## src/rtl/xpt_itable_sequencer_if.sv

```systemverilog
// Decoder-side bus of the instruction step sequencer: memory handshake, opcode byte,
// decoder step-control strobes in; step counter, instruction table, cycle mode out.
interface xpt_itable_sequencer_if;
  logic       mem_ready;
  logic [7:0] Din;
  logic       PR_Reset_XPT;
  logic       P2_Set_CM1;
  logic       P2_Set_CMR;
  logic       P2_Set_CMW;
  logic       P2_Reset_ITABLE;
  logic       Pa_Ophd;
  logic [3:0] XPT;
  logic [3:0] notXPT;
  logic [7:0] ITABLE;
  logic [7:0] notITABLE;
  logic       CM1;
  logic       CMR;
  logic       CMW;
  logic       enable;
  logic       xpt_ovf;
  logic [7:0] op_count;

  // Decoder / memory side
  modport master (
    output mem_ready, Din, PR_Reset_XPT, P2_Set_CM1, P2_Set_CMR, P2_Set_CMW,
           P2_Reset_ITABLE, Pa_Ophd,
    input  XPT, notXPT, ITABLE, notITABLE, CM1, CMR, CMW, enable, xpt_ovf, op_count
  );

  // Sequencer side
  modport slave (
    input  mem_ready, Din, PR_Reset_XPT, P2_Set_CM1, P2_Set_CMR, P2_Set_CMW,
           P2_Reset_ITABLE, Pa_Ophd,
    output XPT, notXPT, ITABLE, notITABLE, CM1, CMR, CMW, enable, xpt_ovf, op_count
  );
endinterface

```

## src/rtl/xpt_itable_sequencer.sv

```systemverilog
// Instruction step sequencer: owns XPT, ITABLE and the one-hot cycle mode, advances
// them on step cycles (run & mem_ready) using the decoders' registered strobes.
module xpt_itable_sequencer (
  input  logic                         clk,
  input  logic                         notReset,
  xpt_itable_sequencer_if.slave        bus
);

  localparam int unsigned XPT_W = 4;
  localparam int unsigned TBL_W = 8;
  localparam int unsigned CNT_W = 8;
  localparam logic [XPT_W-1:0] XPT_MAX = {XPT_W{1'b1}};
  localparam logic [XPT_W-1:0] XPT_OPC = XPT_W'(1);

  typedef enum logic [2:0] {
    MODE_M1 = 3'b001,
    MODE_MR = 3'b010,
    MODE_MW = 3'b100
  } mode_e;

  logic             run_q;
  logic [XPT_W-1:0] xpt_q,    xpt_d;
  logic [XPT_W-1:0] nxpt_q;
  logic [TBL_W-1:0] itable_q, itable_d;
  logic [TBL_W-1:0] nitable_q;
  mode_e            mode_q,   mode_d;
  logic             ovf_q,    ovf_d;
  logic [CNT_W-1:0] opc_q,    opc_d;
  logic             step;

  assign step = run_q & bus.mem_ready;

  // Next-state for a step cycle; everything holds otherwise
  always_comb begin
    xpt_d    = xpt_q;
    itable_d = itable_q;
    mode_d   = mode_q;
    ovf_d    = ovf_q;
    opc_d    = opc_q;
    if (step) begin
      if (bus.PR_Reset_XPT)       xpt_d = '0;
      else if (xpt_q == XPT_MAX)  ovf_d = 1'b1;
      else                        xpt_d = xpt_q + XPT_W'(1);

      if (bus.P2_Reset_ITABLE)                            itable_d = '0;
      else if ((mode_q == MODE_M1) && (xpt_q == XPT_OPC)) itable_d = bus.Din;

      if (bus.P2_Set_CM1)      mode_d = MODE_M1;
      else if (bus.P2_Set_CMR) mode_d = MODE_MR;
      else if (bus.P2_Set_CMW) mode_d = MODE_MW;

      if (bus.Pa_Ophd) opc_d = opc_q + CNT_W'(1);
    end
  end

  // Complements are loaded from the same next-state so they never disagree
  always_ff @(posedge clk or negedge notReset) begin
    if (!notReset) begin
      run_q     <= 1'b0;
      xpt_q     <= '0;
      nxpt_q    <= '1;
      itable_q  <= '0;
      nitable_q <= '1;
      mode_q    <= MODE_M1;
      ovf_q     <= 1'b0;
      opc_q     <= '0;
    end else begin
      run_q     <= 1'b1;
      xpt_q     <= xpt_d;
      nxpt_q    <= ~xpt_d;
      itable_q  <= itable_d;
      nitable_q <= ~itable_d;
      mode_q    <= mode_d;
      ovf_q     <= ovf_d;
      opc_q     <= opc_d;
    end
  end

  assign bus.XPT       = xpt_q;
  assign bus.notXPT    = nxpt_q;
  assign bus.ITABLE    = itable_q;
  assign bus.notITABLE = nitable_q;
  assign bus.CM1       = mode_q[0];
  assign bus.CMR       = mode_q[1];
  assign bus.CMW       = mode_q[2];
  assign bus.enable    = step;
  assign bus.xpt_ovf   = ovf_q;
  assign bus.op_count  = opc_q;

endmodule
```

## src/flat_wrapper.sv

```systemverilog
// flat-port wrapper written by rule: the top's interface ports become plain ports
module xpt_itable_sequencer_flat 
  (clk, notReset, bus_mem_ready, bus_Din, bus_PR_Reset_XPT, bus_P2_Set_CM1, bus_P2_Set_CMR, bus_P2_Set_CMW, bus_P2_Reset_ITABLE, bus_Pa_Ophd, bus_XPT, bus_notXPT, bus_ITABLE, bus_notITABLE, bus_CM1, bus_CMR, bus_CMW, bus_enable, bus_xpt_ovf, bus_op_count);
  xpt_itable_sequencer_if bus_i ();
  input  logic clk;
  input  logic notReset;
  input wire logic [$bits(bus_i.mem_ready)-1:0] bus_mem_ready;
  input wire logic [$bits(bus_i.Din)-1:0] bus_Din;
  input wire logic [$bits(bus_i.PR_Reset_XPT)-1:0] bus_PR_Reset_XPT;
  input wire logic [$bits(bus_i.P2_Set_CM1)-1:0] bus_P2_Set_CM1;
  input wire logic [$bits(bus_i.P2_Set_CMR)-1:0] bus_P2_Set_CMR;
  input wire logic [$bits(bus_i.P2_Set_CMW)-1:0] bus_P2_Set_CMW;
  input wire logic [$bits(bus_i.P2_Reset_ITABLE)-1:0] bus_P2_Reset_ITABLE;
  input wire logic [$bits(bus_i.Pa_Ophd)-1:0] bus_Pa_Ophd;
  output wire logic [$bits(bus_i.XPT)-1:0] bus_XPT;
  output wire logic [$bits(bus_i.notXPT)-1:0] bus_notXPT;
  output wire logic [$bits(bus_i.ITABLE)-1:0] bus_ITABLE;
  output wire logic [$bits(bus_i.notITABLE)-1:0] bus_notITABLE;
  output wire logic [$bits(bus_i.CM1)-1:0] bus_CM1;
  output wire logic [$bits(bus_i.CMR)-1:0] bus_CMR;
  output wire logic [$bits(bus_i.CMW)-1:0] bus_CMW;
  output wire logic [$bits(bus_i.enable)-1:0] bus_enable;
  output wire logic [$bits(bus_i.xpt_ovf)-1:0] bus_xpt_ovf;
  output wire logic [$bits(bus_i.op_count)-1:0] bus_op_count;
  assign bus_i.mem_ready = bus_mem_ready;
  assign bus_i.Din = bus_Din;
  assign bus_i.PR_Reset_XPT = bus_PR_Reset_XPT;
  assign bus_i.P2_Set_CM1 = bus_P2_Set_CM1;
  assign bus_i.P2_Set_CMR = bus_P2_Set_CMR;
  assign bus_i.P2_Set_CMW = bus_P2_Set_CMW;
  assign bus_i.P2_Reset_ITABLE = bus_P2_Reset_ITABLE;
  assign bus_i.Pa_Ophd = bus_Pa_Ophd;
  assign bus_XPT = bus_i.XPT;
  assign bus_notXPT = bus_i.notXPT;
  assign bus_ITABLE = bus_i.ITABLE;
  assign bus_notITABLE = bus_i.notITABLE;
  assign bus_CM1 = bus_i.CM1;
  assign bus_CMR = bus_i.CMR;
  assign bus_CMW = bus_i.CMW;
  assign bus_enable = bus_i.enable;
  assign bus_xpt_ovf = bus_i.xpt_ovf;
  assign bus_op_count = bus_i.op_count;
  xpt_itable_sequencer u_core (.clk(clk), .notReset(notReset), .bus(bus_i));
endmodule
```

## config.mk

```make
export PLATFORM = sky130hd
export DESIGN_NAME = xpt_itable_sequencer_flat
export DESIGN_NICKNAME = d
export VERILOG_FILES = /design/src/rtl/xpt_itable_sequencer_if.sv /design/src/rtl/xpt_itable_sequencer.sv /design/src/flat_wrapper.sv
export SDC_FILE = /design/constraint.sdc
export NUM_CORES = 1
export LEC_CHECK = 0
export CORE_ASPECT_RATIO = 0.6
export CORE_UTILIZATION = 50
export CTS_BUF_LIST = sky130_fd_sc_hd__clkbuf_2
export DETAILED_ROUTE_END_ITERATION = 12
export PLACE_DENSITY = 0.84
export REMOVE_ABC_BUFFERS = 1
export SLEW_MARGIN = 20
export SYNTH_ARGS = -nofsm -noshare
export SYNTH_HDL_FRONTEND = slang
export SYNTH_SLANG_ARGS = --single-unit
```

## constraint.sdc

```tcl
create_clock -name clk -period 2.4 [get_ports clk]
set_input_delay 0.24 -clock clk [delete_from_list [all_inputs] [get_ports clk]]
set_output_delay 0.24 -clock clk [all_outputs]
set_load 0.005 [all_outputs]
```

==> run summary, run 1 <==
* first-iteration detailed-routing DRC count: 96
* RSZ-0062 raised after global routing: no
* Detail Route Antenna Nets: 0
* core region area: 2950 um^2
* I/O Buffers: 53
* share of synthesized area occupied by flip-flops and latches: 0.592
* via count of the first global-routing pass: 1166
* category of the most critical setup path: flop to primary output
* Finished Core Util: 0.745
* GRT Total Usage: 0.242
* routability congestion estimate: 0.869
* Inserted Diodes: 0
* largest net degree at the start of global routing: 38
* setup repair bufs after CTS: 0
* Routed WL: 3.58 mm
* initial antenna violation count: 0
* H-Tree Level Count: 2
* maximum fanout encountered on the critical timing path: 7
* final worst-path cycle share: 0.775
* number of standard cells after synthesis: 139
* height of the die: 45.7 um
* result of the run: complete, no violations
* starting density of the core: 0.541
* buffers from clock root to sink, at most: 2
* Pwr Total: 1480 uW
* Cell Pwr Density: 673 nW/um^2
* area growth from synthesis to final layout: 37.8%
* multiplexer share of the synthesized area: 0.0134
* post-synthesis share of cell area spent on xor and xnor gates: 0.0385
* final worst path period need: 1.86 ns
* multi-input gate area in the final layout: 592 um^2
* Ys Warns: 0
* post-synthesis share of cell area spent on and, or, nand and nor gates: 0.132
* type of element capturing the critical path: primary output
* Worst Path Required: 2.16 ns
* maximum achievable frequency: 537 MHz
* worst setup skew after layout: 0.0130 ns
* Arr. time, crit path: 1.62 ns
* average wire per cell in the routed design: 15.0 um
* type of the most critical hold path: input pin to async pin
* count of fill cells added during filler insertion: 205
* total via count in the routed design: 1277
* Async SR Flop Fraction: 1.00
* clock edge transition at the registers on the reported setup and hold paths: 0.18 ns
* Num CTS Buffers: 5
* number of distinct library cells after synthesis: 40
* worst-skew pair later-pin latency: 0.39 ns
* number of enable flip-flop cells after synthesis: 0
* slew at the pin with the worst max-slew slack: 0.721 ns
* root buf cell: sky130_fd_sc_hd__clkbuf_2
* DIE WIDTH: 74.9 um
* number of sinks on the clock net: 37
* max-slew violation count: 0
* worst slew margin relative to its limit: 0.518
* total negative slack for setup checks: 0 ns
* main combinational cell family by area after synthesis: compound AO/OA/AOI/OAI gates
* peak ir drop on the vdd network: 0.000670 V
* Via-to-Cell Ratio: 5.37
* post-synth design cell area: 1590 um^2
* DRC violation count after routing: 0
* post_cts resized: 0
* number of flip-flops and latches in the synthesized netlist: 37
* number of max-cap violations: 0
* Register Area: 942 um^2
* Synth Area per Inst: 11.5 um^2
* Adder-Cell Fraction of Synth Area: 0.0236
* wire length of the first global-routing pass: 5.79 mm
* Startpoint Class: flop
* total iterations of the first detailed-routing run: 4
* final HPWL from detailed placement: 2.60 mm
* clock tree from TritonCTS: built
* die area: 3420 um^2
* final setup fails: 0
* top-level I/O count: 54
* leak pwr: 0.000953 uW
* Top FF cell, synth: sky130_fd_sc_hd__dfrtp_1
* compound-gate portion of the synthesized area: 0.162
* number of buffers added to fix hold violations after cts: 0
* total number of nets in the final design: 215
* final-report hold violation count: 0
* share of final-layout standard cells stronger than drive strength 1: 0.143
* residual overflow from global routing: 0
* std cell rows: 15
-- synthesized netlist by cell type (2+ instances only) --
cell type	n	area share
sky130_fd_sc_hd__and3_1	3	0.012
sky130_fd_sc_hd__dfstp_2	13	0.21
sky130_fd_sc_hd__dfrtp_1	24	0.38
sky130_fd_sc_hd__a21oi_1	10	0.031
sky130_fd_sc_hd__nand3_1	10	0.031
sky130_fd_sc_hd__o22ai_1	2	0.0079
sky130_fd_sc_hd__xnor2_1	3	0.016
sky130_fd_sc_hd__clkbuf_1	2	0.0047
sky130_fd_sc_hd__nor2_1	6	0.014
sky130_fd_sc_hd__xor2_1	4	0.022
sky130_fd_sc_hd__o21ai_1	7	0.022
sky130_fd_sc_hd__o21ai_0	5	0.016
sky130_fd_sc_hd__a21o_1	9	0.042
sky130_fd_sc_hd__inv_1	6	0.014
sky130_fd_sc_hd__nand4_1	4	0.016
sky130_fd_sc_hd__nor3_1	2	0.0063
sky130_fd_sc_hd__ha_1	3	0.024
sky130_fd_sc_hd__nand2_1	4	0.0094
-- metal layers --
metal,part of all wire,wire length (um),GRT usage
met5,0,0,0
met4,0.011,39,0.0868
met3,0.051,183,0.0774
met2,0.47,1700,0.339
met1,0.46,1660,0.353
-- through the flow --
step / hold slack, ns / setup slack, ns / std cells / cell area, um^2
4_1_cts: 0.244 / 0.540 / 238 / 2190
2_1_floorplan: -0.0556 / 0.910 / 133 / 1560
6_report: 0.237 / 0.539 / 238 / 2190
5_1_grt: 0.271 / 0.390 / 238 / 2190
3_3_place_gp: 0.451 / 0.643 / 230 / 2150
3_5_place_dp: 0.454 / 0.603 / 230 / 2150
-- final timing paths --
| kind | to | cells past startpoint | slack (ns) | startpoint |
|---|---|---|---|---|
| worst max register to register | flop | 3 | 0.67 | flop |
| min in group clk | flop | 3 | 0.41 | bus_Din[7] |
| worst min register to register | u_core.bus.xpt_ovf | 2 | 0.49 | u_core.bus.xpt_ovf |
| worst min-delay path | async pin | 2 | 0.24 | notReset |
| max in group asynchronous | u_core.mode_q[0] | 2 | 1.82 | notReset |
| worst max-delay path | bus_enable | 3 | 0.54 | u_core.run_q |
-- worst max-delay path: stages (launching register included) --
cell and delay (ns):
sky130_fd_sc_hd__dfrtp_1 0.47, sky130_fd_sc_hd__nand2_1 0.09, sky130_fd_sc_hd__inv_1 0.14, sky130_fd_sc_hd__clkdlybuf4s50_1 0.53
-- layout by cell type (no fill, tap or decap), drive strengths merged, types with 3 or more instances in the layout --
cell	count
nand4	4
xnor2	3
a21oi	10
and3	4
dfstp	13
dfrtp	24
o21ai	13
nand2	4
nand3	10
clkbuf	6
nor2	6
xor2	4
ha	3
a21o	9
clkdlybuf4s50	53
inv	6
-- kinds of logic after synthesis --
| logic type | Yosys count |
|---|---|
| mux | 2 |
| compound gates | 41 |
| other cells | 1 |
| simple gates | 36 |
| flops | 37 |
| xor+xnor | 7 |
| buf+inv | 12 |
| fa+ha+maj | 3 |
-- area by class of cell --
class,count,area share
inverters,6,0.0103
clock buffers,6,0.0137
flip-flops and latches,37,0.429
clock inverters,2,0.00456
multi-input cells,90,0.270
well taps,42,0.0239
repair buffers,55,0.249
-- power breakdown --
group / switching (uW) / internal (uW) / total (uW)
sequential: 92.5 / 723 / 816
combinational: 147 / 240 / 387
clock: 201 / 73.1 / 274
total: 440 / 1040 / 1480
(Power assumes the default switching activity.)
==> inputs of run 2 (changes only) <==
- CORE_UTILIZATION: 50 -> 42
- PLACE_DENSITY: 0.84 -> 0.75
- clock period: 2.4 -> 1.6 ns (I/O delays scaled with it)
==> run 2 against run 1 <==
- hold slack got worse by 0.020 ns
- register-to-register slack got worse by 0.67 ns
- utilization is 6.5 points lower
- die area increased by 18%
- first-iteration DRC count down 31%
- combinational power grew 63%
- sequential share of layout area shrank 2.5 points
- clock skew rose by 0.0064 ns
- global-route usage fell by 2.0 points
- wire length grew 13%
- final area is 6.7% higher
- worst setup slack worse by 0.54 ns
==> run summary, run 2 (synthesized netlist as in run 1, its figures left out) <==
* Num CTS Buffers: 5, unchanged
* area growth from synthesis to final layout: 47.0%
* std cell rows: 16, +1
* type of element capturing the critical path: flop
* largest net degree at the start of global routing: 21, -45%
* Inserted Diodes: 0, unchanged
* result of the run: complete, no violations
* worst-skew pair later-pin latency: 0.37 ns, -0.02 ns
* via count of the first global-routing pass: 1312, +13%
* max-slew violation count: 0, unchanged
* DRC violation count after routing: 0, unchanged
* final worst-path cycle share: 0.998
* wire length of the first global-routing pass: 6.56 mm, +13%
* total via count in the routed design: 1343, +5.2%
* top-level I/O count: 54, unchanged
* routability congestion estimate: 0.868, about the same
* share of final-layout standard cells stronger than drive strength 1: 0.225, +0.0820
* starting density of the core: 0.463, -0.0780
* height of the die: 49.7 um, +8.7%
* Worst Path Required: 1.90 ns, -0.26 ns
* maximum achievable frequency: 626 MHz
* leak pwr: 0.00106 uW, +11%
* Reg2Reg Depth: 4, +1
* average wire per cell in the routed design: 15.9 um, +6.1%
* peak ir drop on the vdd network: 0.000762 V, +14%
* number of max-cap violations: 0, unchanged
* core region area: 3440 um^2, +17%
* maximum fanout encountered on the critical timing path: 8, +1
* root buf cell: sky130_fd_sc_hd__clkbuf_2
* total iterations of the first detailed-routing run: 4, unchanged
* initial antenna violation count: 0, unchanged
* I/O Buffers: 53, unchanged
* type of the most critical hold path: input pin to async pin
* Startpoint Class: flop
* setup slack of the most critical reg-to-reg path: 0.004 ns, -0.67 ns
* Cell Pwr Density: 955 nW/um^2, +42%
* number of sinks on the clock net: 37, unchanged
* first-iteration detailed-routing DRC count: 66, -31%
* total number of nets in the final design: 229, +6.5%
* final setup fails: 0, unchanged
* GRT Total Usage: 0.222, -0.0198
* r2r endpoint: u_core.bus.notITABLE[6]
* count of fill cells added during filler insertion: 257, +25%
* final-report hold violation count: 0, unchanged
* die area: 4050 um^2, +18%
* Detail Route Antenna Nets: 0, unchanged
* RSZ-0062 raised after global routing: yes
* clock edge transition at the registers on the reported setup and hold paths: 0.18 ns, about the same
* H-Tree Level Count: 2, unchanged
* DIE WIDTH: 81.5 um, +8.9%
* Routed WL: 4.05 mm, +13%
* leading cell type in the layout, fill and taps excluded: sky130_fd_sc_hd__clkdlybuf4s50_1
* Via-to-Cell Ratio: 5.29, -1.5%
* buffers from clock root to sink, at most: 2, unchanged
* final HPWL from detailed placement: 2.97 mm, +14%
* category of the most critical setup path: flop to flop
* commonest cells after routing, fill and taps aside: 35 x sky130_fd_sc_hd__clkdlybuf4s50_1, 20 x sky130_fd_sc_hd__dfrtp_1, 13 x sky130_fd_sc_hd__buf_4, 13 x sky130_fd_sc_hd__dfstp_2
* Arr. time, crit path: 1.90 ns, +0.28 ns
* total negative slack for setup checks: 0 ns, unchanged
* worst setup skew after layout: 0.0194 ns, +0.00643 ns
* clock tree from TritonCTS: built
* final worst path period need: 1.60 ns
* residual overflow from global routing: 0, unchanged
* Pwr Total: 2240 uW, +51%
run 2: changes by cell type in the layout (fill, tap and decap cells not counted), sizes merged:
cell           delta
buf              +14
clkdlybuf4s50    -18
clkinv            -1
dlygate4sd2       +7
dlygate4sd3       +1
dlymetal6s2s     +10
run 2: repair_timing:
| item | 4_1_cts | 5_1_grt |
|---|---|---|
| pin swaps | 0 | 0 |
| hold endpoints to repair | 22 | 0 |
| gates resized for setup | 8 | 17 |
| endpoints found under the setup margin | 14 | 27 |
| hold buffers | 1 | 0 |
| setup buffers | 2 | 3 |
run 2: report_power, final:
group          internal [uW]  leakage [uW]  switching [uW]
combinational            382      0.000588             247
sequential              1090      0.000446             127
clock                    102     0.0000265             286
run 2: stage by stage:
step	instances	utilization	setup slack [ns]	hold WS [ns]	instance area, um^2
5_1_grt	254	0.680	-0.0353	0.248	2340
3_3_place_gp	241	0.646	0.0776	0.109	2230
2_1_floorplan	133	-	0.110	-0.136	1560
3_5_place_dp	241	0.646	-0.000846	0.112	2230
4_1_cts	251	0.662	0.000215	0.211	2280
6_report	254	0.680	0.00376	0.218	2340
run 2: area by class of cell:
class	count	area, um^2	area share
tap	45	56.3	0.0241
sequential	37	947	0.405
timing repair buffer	69	681	0.291
inverter	6	22.5	0.00962
clock buffer	6	30.0	0.0128
clock inverter	1	3.75	0.00160
multi-input combinational	90	601	0.257
run 2: routing by layer:
metal / wire, um / GRT usage / vias to the layer above
li1: - / - / 645
met1: 1870 / 0.325 / 640
met2: 1880 / 0.321 / 54
met3: 259 / 0.0537 / 4
met4: 36 / 0.0714 / 0
met5: 0 / 0 / -
run 2: worst max-delay path, stage by stage, from the launching register on:
cell and delay [ns]:
sky130_fd_sc_hd__dfrtp_1 0.41, sky130_fd_sc_hd__buf_4 0.13, sky130_fd_sc_hd__or4b_4 0.58, sky130_fd_sc_hd__o21ai_1 0.23
sky130_fd_sc_hd__a21o_1 0.18
run 2: how the worst max path moves through the flow:
stage / start / end / slack (ns) / cells after the start
floorplan: u_core.mode_q[0] / flop / 0.11 / 3
global placement: u_core.mode_q[0] / flop / 0.08 / 3
detailed placement: u_core.mode_q[0] / u_core.bus.notITABLE[6] / -0.0008 / 3
CTS: u_core.bus.notXPT[2] / bus_notXPT[2] / 0.0002 / 1
global route: flop / flop / -0.04 / 4
finish: flop / u_core.bus.notITABLE[6] / 0.004 / 4
==> inputs of run 3 (changes only) <==
- CORE_ASPECT_RATIO: 0.6 -> 1.4
- MAX_ROUTING_LAYER: default -> met4
==> run 3 against run 2 <==
- combinational power increased by 22%
- first-iteration DRC count decreased by 9.1%
- hold slack got worse by 0.050 ns
- global-route usage decreased by 1.4 points
- critical path type unchanged
==> run summary, run 3 (synthesized netlist as in run 1, its figures left out) <==
* top-level I/O count: 54, unchanged
* via count of the first global-routing pass: 1311, -0.076%
* total via count in the routed design: 1382, +2.9%
* final HPWL from detailed placement: 2.70 mm, -9.3%
* maximum achievable frequency: 650 MHz, +3.8%
* Reg2Reg Depth: 4, unchanged
* number of max-cap violations: 0, unchanged
* share of final-layout standard cells stronger than drive strength 1: 0.245, +0.0205
* Top Family by Delay on Critical Path: simple AND/OR/NAND/NOR gates
* root buf cell: sky130_fd_sc_hd__clkbuf_2
* leading cell type in the layout, fill and taps excluded: sky130_fd_sc_hd__clkdlybuf4s50_1
* Via-to-Cell Ratio: 5.36, +1.3%
* cell chain of the critical path: buf_4 -> or4b_4 -> o21ai_1 -> a21o_1
* final setup fails: 0, unchanged
* average wire per cell in the routed design: 14.8 um, -7.5%
* area growth from synthesis to final layout: 50.0%
* commonest cells after routing, fill and taps aside: 35 x sky130_fd_sc_hd__clkdlybuf4s50_1, 20 x sky130_fd_sc_hd__buf_4, 19 x sky130_fd_sc_hd__dfrtp_1, 13 x sky130_fd_sc_hd__dfstp_2, 12 x sky130_fd_sc_hd__dlygate4sd2_1
* Pwr Total: 2540 uW, +14%
* initial antenna violation count: 0, unchanged
* final worst path period need: 1.54 ns, -0.0587 ns
* max-slew violation count: 0, unchanged
* total negative slack for setup checks: 0 ns, unchanged
* Startpoint Class: flop
* Arr. time, crit path: 1.88 ns, -0.02 ns
* wire length of the first global-routing pass: 5.75 mm, -12%
* result of the run: complete, no violations
* first-iteration detailed-routing DRC count: 60, -9.1%
* clock tree from TritonCTS: built
* buffers from clock root to sink, at most: 2, unchanged
* worst-skew pair later-pin latency: 0.38 ns, about the same
* residual overflow from global routing: 0, unchanged
* Detail Route Antenna Nets: 0, unchanged
* std cell rows: 26, +10
* leak pwr: 0.00111 uW, +4.6%
* core region area: 3640 um^2, +5.8%
* Worst Path Required: 1.95 ns, +0.05 ns
* H-Tree Level Count: 2, unchanged
* DIE WIDTH: 54.0 um, -34%
* clock edge transition at the registers on the reported setup and hold paths: 0.20 ns, +0.02 ns
* count of fill cells added during filler insertion: 315, +23%
* final worst-path cycle share: 0.961, -0.0367
* final-report hold violation count: 0, unchanged
* number of sinks on the clock net: 37, unchanged
* GRT Total Usage: 0.208, -0.0137
* path length in cells of the critical path: 4, unchanged
* total iterations of the first detailed-routing run: 4, unchanged
* worst stage delay on the critical path: 0.59 ns, about the same
* worst setup skew after layout: 0.0155 ns, -0.00391 ns
* maximum fanout encountered on the critical timing path: 8, unchanged
* total number of nets in the final design: 235, +2.6%
* Routed WL: 3.81 mm, -6.0%
* peak ir drop on the vdd network: 0.000973 V, +28%
* height of the die: 74.9 um, +51%
* RSZ-0062 raised after global routing: no
* Num CTS Buffers: 5, unchanged
* largest net degree at the start of global routing: 38, +81%
* starting density of the core: 0.437, -0.0254
* die area: 4050 um^2, -0.11%
* I/O Buffers: 53, unchanged
* DRC violation count after routing: 0, unchanged
* routability congestion estimate: 0.764, -12%
* Inserted Diodes: 0, unchanged
* combined buffer and inverter count along the critical path: 1, unchanged
* type of element capturing the critical path: flop
* Crit-path slowest cell: sky130_fd_sc_hd__or4b_4
* category of the most critical setup path: flop to flop
* Cell Pwr Density: 1060 nW/um^2, +11%
* type of the most critical hold path: input pin to async pin
## run 3: changes by cell type in the layout (fill, tap and decap cells not counted), sizes merged
cell,delta
dlygate4sd2,+5
clkinvlp,+1
dlygate4sd3,-1
buf,+6
dlymetal6s2s,-4
clkbuf,-1
bufinv,+1
## run 3: per-layer routing
metal | track usage | share of wire | up-vias
li1 | - | - | 651
met5 | - | 0 | -
met3 | 0.0626 | 0.059 | 6
met4 | 0.0427 | 0.013 | 0
met1 | 0.243 | 0.42 | 674
met2 | 0.351 | 0.51 | 51
## run 3: area by class of cell
cell class                      count  area [um^2]  share of cell area
Tap cell                           42         52.6              0.0220
Clock inverter                      3         41.3              0.0173
Inverter                            6         22.5             0.00943
Multi-Input combinational cell     90          596               0.249
Sequential cell                    37          948               0.397
Timing Repair Buffer               75          703               0.294
Clock buffer                        5         25.0              0.0105
## run 3: final timing paths
kind / slack, ns / end / start
max: 0.06 / u_core.bus.notITABLE[1] / u_core.mode_q[2]
min in group clk: 0.34 / flop / bus_Din[5]
min reg2reg: 0.48 / u_core.bus.op_count[7] / u_core.bus.op_count[7]
max reg2reg: 0.06 / u_core.bus.notITABLE[1] / u_core.mode_q[2]
min: 0.17 / async pin / notReset
max in group asynchronous: 1.08 / u_core.bus.notXPT[1] / notReset
## run 3: worst reg2reg max path, stage by stage (launching register included)
cell and delay [ns]:
sky130_fd_sc_hd__dfrtp_1 0.41, sky130_fd_sc_hd__buf_4 0.13, sky130_fd_sc_hd__or4b_4 0.59, sky130_fd_sc_hd__o21ai_1 0.22, sky130_fd_sc_hd__a21o_1 0.16
## run 3: metrics by stage
| stage | instance area (um^2) | std cells | setup slack (ns) | hold slack, ns | util |
|---|---|---|---|---|---|
| floorplan | 1560 | 133 | 0.110 | -0.136 | - |
| global placement | 2210 | 238 | 0.0793 | 0.451 | 0.608 |
| detailed placement | 2210 | 238 | 0.00914 | 0.462 | 0.608 |
| CTS | 2280 | 247 | 0.00258 | 0.166 | 0.626 |
| global route | 2390 | 258 | 0.000253 | 0.147 | 0.656 |
| finish | 2390 | 258 | 0.0625 | 0.167 | 0.656 |
## run 3: power by group
| group | internal, uW | switching, uW |
|---|---|---|
| Sequential | 1090 | 104 |
| Combinational | 475 | 292 |
| Clock | 259 | 317 |
| Total | 1830 | 712 |
## run 3: timing repair
item	CTS	global route
endpoints found under the setup margin	18	23
buffers inserted	1	11
gates resized for setup	14	12
hold buffers	0	0
